## config.mk

```make
export PLATFORM = sky130hd
export DESIGN_NAME = sw_debounce_flat
export DESIGN_NICKNAME = d
export VERILOG_FILES = /design/src/rtl/sw_debounce_if.sv /design/src/rtl/sw_debounce.sv /design/src/flat_wrapper.sv
export SDC_FILE = /design/constraint.sdc
export NUM_CORES = 1
export LEC_CHECK = 0
export ABC_AREA = 1
export BUFFER_PORTS_ARGS = -buffer_cell sky130_fd_sc_hd__buf_2
export CORE_MARGIN = 5
export CORE_UTILIZATION = 50
export CTS_BUF_LIST = sky130_fd_sc_hd__clkbuf_8 sky130_fd_sc_hd__clkbuf_16
export DETAILED_ROUTE_END_ITERATION = 12
export PLACE_DENSITY_LB_ADDON = 0.15
export SLEW_MARGIN = 0
export SYNTH_ARGS = -nofsm -noshare
export SYNTH_HDL_FRONTEND = slang
export SYNTH_SLANG_ARGS = --single-unit
```

## constraint.sdc

```tcl
create_clock -name CLK -period 2.25 [get_ports CLK]
set_clock_uncertainty 0.2 [all_clocks]
set_input_delay 0.1125 -clock CLK [delete_from_list [all_inputs] [get_ports CLK]]
set_output_delay 0.1125 -clock CLK [all_outputs]
set_load 0.02 [all_outputs]
```

## src/rtl/sw_debounce_if.sv

```systemverilog
// Switch-conditioner signal bundle: raw pin in, clean level/pulses/press count out.
// The master side owns the raw pin; the slave side (the debouncer) drives the results.
interface sw_debounce_if;
  logic       sw_in;
  logic       sw_level;
  logic       sw_rise;
  logic       sw_fall;
  logic       sw_long;
  logic [7:0] press_cnt;

  modport master (
    output sw_in,
    input  sw_level, sw_rise, sw_fall, sw_long, press_cnt
  );

  modport slave (
    input  sw_in,
    output sw_level, sw_rise, sw_fall, sw_long, press_cnt
  );
endinterface

```

## src/rtl/sw_debounce.sv

```systemverilog
// Switch/push-button conditioner: 2-flop synchroniser, hold-time debounce FSM, edge pulses,
// wrapping press counter. Define SW_LONGPRESS_EN to enable the one-shot long-press pulse.
module sw_debounce #(
  parameter int DEBOUNCE_CYCLES = 500000,
  parameter int LONG_CYCLES     = 50000000
) (
  input logic          CLK,
  input logic          NRST,
  sw_debounce_if.slave bus
);

  localparam int DW = $clog2(DEBOUNCE_CYCLES);
  localparam logic [DW-1:0] D_LAST = DW'(DEBOUNCE_CYCLES - 1);

  localparam logic [1:0] ST_STABLE_LOW  = 2'd0;
  localparam logic [1:0] ST_CHECK_HIGH  = 2'd1;
  localparam logic [1:0] ST_STABLE_HIGH = 2'd2;
  localparam logic [1:0] ST_CHECK_LOW   = 2'd3;

  logic          s1, s2;
  logic [1:0]    state, next_state;
  logic [DW-1:0] dcnt, dcnt_next;
  logic          rise_now, fall_now;
  logic          level_next;
  logic          level_q, rise_q, fall_q;
  logic [7:0]    press_q;

  // NOTE: s1 is metastability settling only; nothing but s2 may look at it.
  always_ff @(posedge CLK or negedge NRST) begin
    if (!NRST) begin
      s1 <= 1'b0;
      s2 <= 1'b0;
    end else begin
      s1 <= bus.sw_in;
      s2 <= s1;
    end
  end

  // NOTE: every output of this block gets a default first so no path leaves one unassigned (no latch).
  always_comb begin
    next_state = state;
    dcnt_next  = dcnt;
    rise_now   = 1'b0;
    fall_now   = 1'b0;
    case (state)
      ST_STABLE_LOW: begin
        if (s2) begin
          next_state = ST_CHECK_HIGH;
          dcnt_next  = '0;
        end
      end
      ST_CHECK_HIGH: begin
        if (!s2) begin
          next_state = ST_STABLE_LOW;
        end else if (dcnt == D_LAST) begin
          next_state = ST_STABLE_HIGH;
          rise_now   = 1'b1;
        end else begin
          dcnt_next = dcnt + 1'b1;
        end
      end
      ST_STABLE_HIGH: begin
        if (!s2) begin
          next_state = ST_CHECK_LOW;
          dcnt_next  = '0;
        end
      end
      ST_CHECK_LOW: begin
        if (s2) begin
          next_state = ST_STABLE_HIGH;
        end else if (dcnt == D_LAST) begin
          next_state = ST_STABLE_LOW;
          fall_now   = 1'b1;
        end else begin
          dcnt_next = dcnt + 1'b1;
        end
      end
      default: next_state = ST_STABLE_LOW;
    endcase
  end

  assign level_next = (next_state == ST_STABLE_HIGH) || (next_state == ST_CHECK_LOW);

  // Outputs are registered from next-state decode so they change on the accepting edge.
  // NOTE: sequential state uses non-blocking assignments so all flops update from pre-edge values.
  always_ff @(posedge CLK or negedge NRST) begin
    if (!NRST) begin
      state   <= ST_STABLE_LOW;
      dcnt    <= '0;
      level_q <= 1'b0;
      rise_q  <= 1'b0;
      fall_q  <= 1'b0;
      press_q <= 8'd0;
    end else begin
      state   <= next_state;
      dcnt    <= dcnt_next;
      level_q <= level_next;
      rise_q  <= rise_now;
      fall_q  <= fall_now;
      if (rise_now)
        press_q <= press_q + 8'd1;
    end
  end

  assign bus.sw_level  = level_q;
  assign bus.sw_rise   = rise_q;
  assign bus.sw_fall   = fall_q;
  assign bus.press_cnt = press_q;

`ifdef SW_LONGPRESS_EN
  localparam int LW = $clog2(LONG_CYCLES);
  localparam logic [LW-1:0] L_LAST = LW'(LONG_CYCLES - 1);

  logic [LW-1:0] lcnt;
  logic          long_fired;
  logic          long_q;
  logic          level_state;
  logic          long_now;

  assign level_state = (state == ST_STABLE_HIGH) || (state == ST_CHECK_LOW);
  // long_fired keeps the pulse one-shot while lcnt sits at its terminal value.
  assign long_now    = level_state && (lcnt == L_LAST) && !long_fired;

  always_ff @(posedge CLK or negedge NRST) begin
    if (!NRST) begin
      lcnt       <= '0;
      long_fired <= 1'b0;
      long_q     <= 1'b0;
    end else begin
      long_q <= long_now;
      if (next_state == ST_STABLE_LOW || rise_now) begin
        lcnt       <= '0;
        long_fired <= 1'b0;
      end else if (level_state) begin
        if (lcnt != L_LAST)
          lcnt <= lcnt + 1'b1;
        if (long_now)
          long_fired <= 1'b1;
      end
    end
  end

  assign bus.sw_long = long_q;
`else
  assign bus.sw_long = 1'b0;
`endif

endmodule

```

## src/flat_wrapper.sv

```systemverilog
// flat-port wrapper written by rule: the top's interface ports become plain ports
module sw_debounce_flat 
#(
  parameter int DEBOUNCE_CYCLES = 500000,
  parameter int LONG_CYCLES     = 50000000
)
  (CLK, NRST, bus_sw_in, bus_sw_level, bus_sw_rise, bus_sw_fall, bus_sw_long, bus_press_cnt);
  sw_debounce_if bus_i ();
  input logic CLK;
  input logic NRST;
  input wire logic [$bits(bus_i.sw_in)-1:0] bus_sw_in;
  output wire logic [$bits(bus_i.sw_level)-1:0] bus_sw_level;
  output wire logic [$bits(bus_i.sw_rise)-1:0] bus_sw_rise;
  output wire logic [$bits(bus_i.sw_fall)-1:0] bus_sw_fall;
  output wire logic [$bits(bus_i.sw_long)-1:0] bus_sw_long;
  output wire logic [$bits(bus_i.press_cnt)-1:0] bus_press_cnt;
  assign bus_i.sw_in = bus_sw_in;
  assign bus_sw_level = bus_i.sw_level;
  assign bus_sw_rise = bus_i.sw_rise;
  assign bus_sw_fall = bus_i.sw_fall;
  assign bus_sw_long = bus_i.sw_long;
  assign bus_press_cnt = bus_i.press_cnt;
  sw_debounce #(.DEBOUNCE_CYCLES(DEBOUNCE_CYCLES), .LONG_CYCLES(LONG_CYCLES)) u_core (.CLK(CLK), .NRST(NRST), .bus(bus_i));
endmodule
```

# After elaboration in Yosys (flattened, before gate mapping)
# Cells that the tools add are included.
[word_totals] out_inout_bits=12 register_bits=34 wordCells=41
[op_classes] add_sub_neg=2 n_reduce_logical=3 mux=18 eq_ne=10
[ops] op="19-bit 2-to-1 mux" n=5
[ops] op="19-bit one-hot mux with 4 select lines" n=1
[ops] op="19-bit by 1-bit adder with 19-bit output, second input constant" n=1
[ops] op="19-bit == test, second input constant" n=1
[ops] op="2-bit 2-to-1 mux" n=6
[ops] op="8-bit by 1-bit adder with 8-bit output, second input constant" n=1
[ops] op="2-bit == test, second input constant" n=4
[ops] op="2-bit one-hot mux with 4 select lines" n=1
[ops] op="1-bit 2-to-1 mux" n=5
[ops] op="2-bit by 1-bit inequality test with 1-bit output, second input constant" n=2
[ops] op="2-bit inequality test, second input constant" n=2
[ops] op="4-bit AND reduction" n=1
[ops] op="2-bit by 1-bit == test with 1-bit output, second input constant" n=1
[ops] op="2-bit logical NOT" n=1
[ops] op="1-bit logical OR" n=1

# Depth between registers and ports, before layout
[depth] depth_word=6 depth_mapped=10 ltp_nobuf=9

# Worst setup path after synthesis
# No wires, ideal clock.
[synth_timing] path_type="register to register" from="register u_core.dcnt[0]" to="register u_core.dcnt[8]" slack_ns=0.418 path_stages_with_launch=11 arrival_time_ns=1.515 required_ns=1.933 path_buffers=2 period_less_slack_ns=1.832 setup_ns=0.117 path_cell_list="dfrtp_1 > ha_1 > nand3_4 > clkinv_2 > nand3_4 > nor2_4 > nor2_2 > buf_6 > buf_6 > nand2_1 > nand2_1"
[synth_via] elab_chain_len=4 word_cells_on_any_way=6 cone_classes="1 x add/sub; 1 x eq/ne; 4 x mux"
[synth_rtl] item="from (decl)" line="sw_debounce.sv:22" source="logic [DW-1:0] dcnt, dcnt_next;"
[synth_rtl] item="from (signal assigned)" line="sw_debounce.sv:96" source="dcnt <= dcnt_next;"
[synth_rtl] item="19-bit by 1-bit adder with 19-bit output / 19-bit == test (equally long branches)"
[synth_rtl] item="19-bit 2-to-1 mux *" line="sw_debounce.sv:55, sw_debounce.sv:71"
[synth_rtl] item="19-bit 2-to-1 mux (on tied branches)" line="sw_debounce.sv:69, sw_debounce.sv:53"
[synth_rtl] item="19-bit one-hot mux with 4 select lines *" line="sw_debounce.sv:45" source="case (state)"
# Mark *: on every way between the ends. The rest lies on a longest branch, timed or not. The select of a mux whose other input is x is not followed.
# A chain may end at the register's enable or synchronous reset.

# Worst setup path in the final report
[layout_timing] from="register u_core.dcnt[0]" to="register u_core.dcnt[7]"
# Same word-level chain as after synthesis.

==> reports/results.ini <==
[min_path]
min-delay-start=u_core.s1
holdCritPathClass=reg2reg

[clock_network]
insertion_delay_ns=0.29
numCtsBuffers=5
cts_tree=done
ctsHtreeMaxLevel=2
clock_path_buffers=2
clkSinkCount=34
cts-root-buf=clkbuf_8
clkTransAtPathRegs_ns=0.07

[timing]
setup_viol=0
timing.final.crit_share_pct=89.18
hold_slack_ns=0.1588
final.setup.tns_ns=0
timing.final.hold_violations=0
worst_pin_slew_ns=0.7578
fmax_ghz=0.4984
relSlewSlack_pct=49.48
rsz0062_at_grt=false
drv_slew=0
timing.final.crit_period_ns=2.007

[setup_path]
critPathKind=reg2reg
crit_top_cell=nand3_4
cp_num_buf_inv=2
required_ns=2.21
crit_family=simple AND/OR/NAND/NOR gates
max_stage_delay_ns=0.43
critPathLaunchType=register
crit_chain=ha_1 -> nand3_4 -> clkinv_2 -> nand3_4 -> nor2_4 -> nor2_2 -> buf_4 -> nand2_1 -> o21ai_0
startpoint=u_core.dcnt[0]
critPathArrivalTime_ns=1.97
r2r_start=u_core.dcnt[0]
crit_fanout=19
slowest_stage=dfrtp_1
endpoint_kind=register

[die]
die_y_um=74.16
io_pins=15
dieArea_sq_mm=0.005500
die_w_um=74.16
start_util_pct=51.45
num_rows=23
core_sq_mm=0.004000

[layout]
regArea_sq_um=850.8
fin_util_pct=58.18
fillers=378
n_antenna_cell=0
areaGrowthSynthToFinish_pct=13.07
drive_gt1_share_pct=12.46
multi_input_area_sq_mm=0.001036
finalNetCount=309

[status]
status=complete, no violations

[route]
drtPass1Iterations=4
vias_per_cell=5.000
ant_nets=0
drtIter0Drc=88
drc=0
wire_per_inst_um=12.34
vias=1775
totalWireLength_mm=4.380

[pwr]
switchingPower_w=0.0002818
pwr-share-clk_pct=50.1
share_seq_of_total_power_pct=45.3
leakagePower_nw=1.121
total_power_w=0.001393
internal_power_w=0.001111
swShare_pct=20.24
power_density_mw_per_mm2=598.4
comb_power_share_pct=4.7
vdd_ir_drop_max_uv=366.1

[placed_design]
dp_hpwl_mm=3.231
port_buffers=13
gp_congestion=0.9460

[global_routing]
grt_first_pass_wirelength_mm=7.686
gr-usage-all-layers_pct=18.10
grt_pass1_vias=1720
antenna_found_initial=0
grt-ovfl-total=0
grt_max_degree=35

[logic_synthesis]
avgSynthCellArea_sq_um=7.222
seq_area_frac_synth_pct=41.34
synth.distinct_cells=29
netlist_area_sq_mm=0.002058
yosys_warnings=0
synth_cells=285
synth_fp_nets=290
synth_seq_cells=34

[job]
cap_violations=0

[cell type report]
cell class / instances / area share, %
clock buffers: 6 / 3.548
clock inverters: 2 / 2.581
inverters: 29 / 4.839
multi-input cells: 214 / 44.52
flip-flops and latches: 34 / 36.56
well taps: 50 / 2.688
repair buffers: 20 / 5.269
[worst reg2reg max path, delay by kind of cell (launching register included)]
kind            cells  cell delay [ns]
compound gates      1             0.08
fa+ha+maj           1             0.33
buf+inv             2             0.30
flops               1             0.43
simple gates        5             0.54
[synthesized netlist by cell type (all sizes together)]
cell type	count	share of area, %
nand4	7	2.4
and2	3	0.91
nor4	1	0.30
a21oi	1	0.24
inv	28	5.1
o21ai	12	2.9
xor2	12	5.1
nand3b	1	0.36
ha	2	1.2
nor3	3	0.73
clkbuf	1	0.18
or2	1	0.30
nand3	28	8.3
nand2	95	17
clkinv	1	0.24
dfrtp	34	41
xnor2	3	1.3
conb	1	0.18
buf	7	2.8
nor2	44	8.8
[layer usage]
metal  share of wire (%)  GRT usage (%)
met2                  44          28.64
met4                 1.1          4.024
met3                 4.9          4.189
met1                  50          25.36
met5                   0              0
[path summary, 6_finish.rpt]
check / end / slack [ns] / depth (start not counted)
setup reg to reg: u_core.dcnt[7] / 0.24 / 9
hold / removal: u_core.s2 / 0.16 / 0
min in group asynchronous: u_core.dcnt[11] / 0.23 / 2
hold reg to reg: u_core.s2 / 0.16 / 0
max in group asynchronous: u_core.bus.press_cnt[5] / 1.14 / 2
setup / recovery: u_core.dcnt[7] / 0.24 / 9
[registers in the layout (all words and copies together) (netlist names)]
signal,count
u_core.state,2
u_core.dcnt,19
u_core.bus.sw_rise,1
u_core.bus.sw_level,1
u_core.s1,1
u_core.s2,1
u_core.bus.sw_fall,1
u_core.bus.press_cnt,8
[placed cells by master (no fill, tap or decap), types with 2 or more instances in the layout]
master / Yosys / final
nand2_1: 95 / 95
nor2_1: 40 / 40
dfrtp_1: 34 / 34
inv_1: 26 / 26
nand3_1: 25 / 25
buf_2: 1 / 13
xor2_1: 12 / 12
o21ai_0: 10 / 10
nand4_1: 6 / 6
clkbuf_8: 0 / 6
buf_4: 4 / 5
nor2_2: 3 / 3
and2_1: 3 / 3
nor3_1: 3 / 3
xnor2_1: 3 / 3
nand3_4: 2 / 2
o21ai_1: 2 / 2
ha_1: 2 / 2
bufinv_16: 0 / 2
dlygate4sd3_1: 0 / 2
[power groups by stage]
stage | logic, W | registers [W] | clock network (W)
after floorplan | 0.0000431 | 0.000640 | 0
after global placement | 0.0000624 | 0.000642 | 0
after detailed placement | 0.0000636 | 0.000642 | 0
after CTS | 0.0000664 | 0.000630 | 0.000713
after global routing | 0.0000744 | 0.000632 | 0.000745
final | 0.0000651 | 0.000630 | 0.000697
[what timing repair did]
action | 4_1_cts | 5_1_grt
setup endpoints to repair | 0 | 1
hold endpoints to repair | 35 | 0
resized for setup | 0 | 2
buffers inserted | 0 | 0
hold buffers | 2 | 0
[logic make-up (layout without fill, tap and decap cells)]
family / after synthesis / count (layout) / share of synthesized area (%)
AO/OA/AOI/OAI: 13 / 13 / 3.161
AND/OR/NAND/NOR: 183 / 183 / 39.39
flip-flops: 34 / 34 / 41.34
other: 1 / 1 / 0.1822
buffers and inverters: 37 / 57 / 8.328
XOR/XNOR: 15 / 15 / 6.383
adder cells (fa/ha/maj): 2 / 2 / 1.216
[per-stage QoR]
step                setup slack, ns  instances  instance area [sq um]
finish                       0.2434        355                   2327
global route                0.09166        355                   2327
floorplan                    0.4182        285                   2058
global placement             0.2842        345                   2162
detailed placement           0.2014        345                   2162
CTS                          0.1960        355                   2325
(Power assumes the default switching activity.)
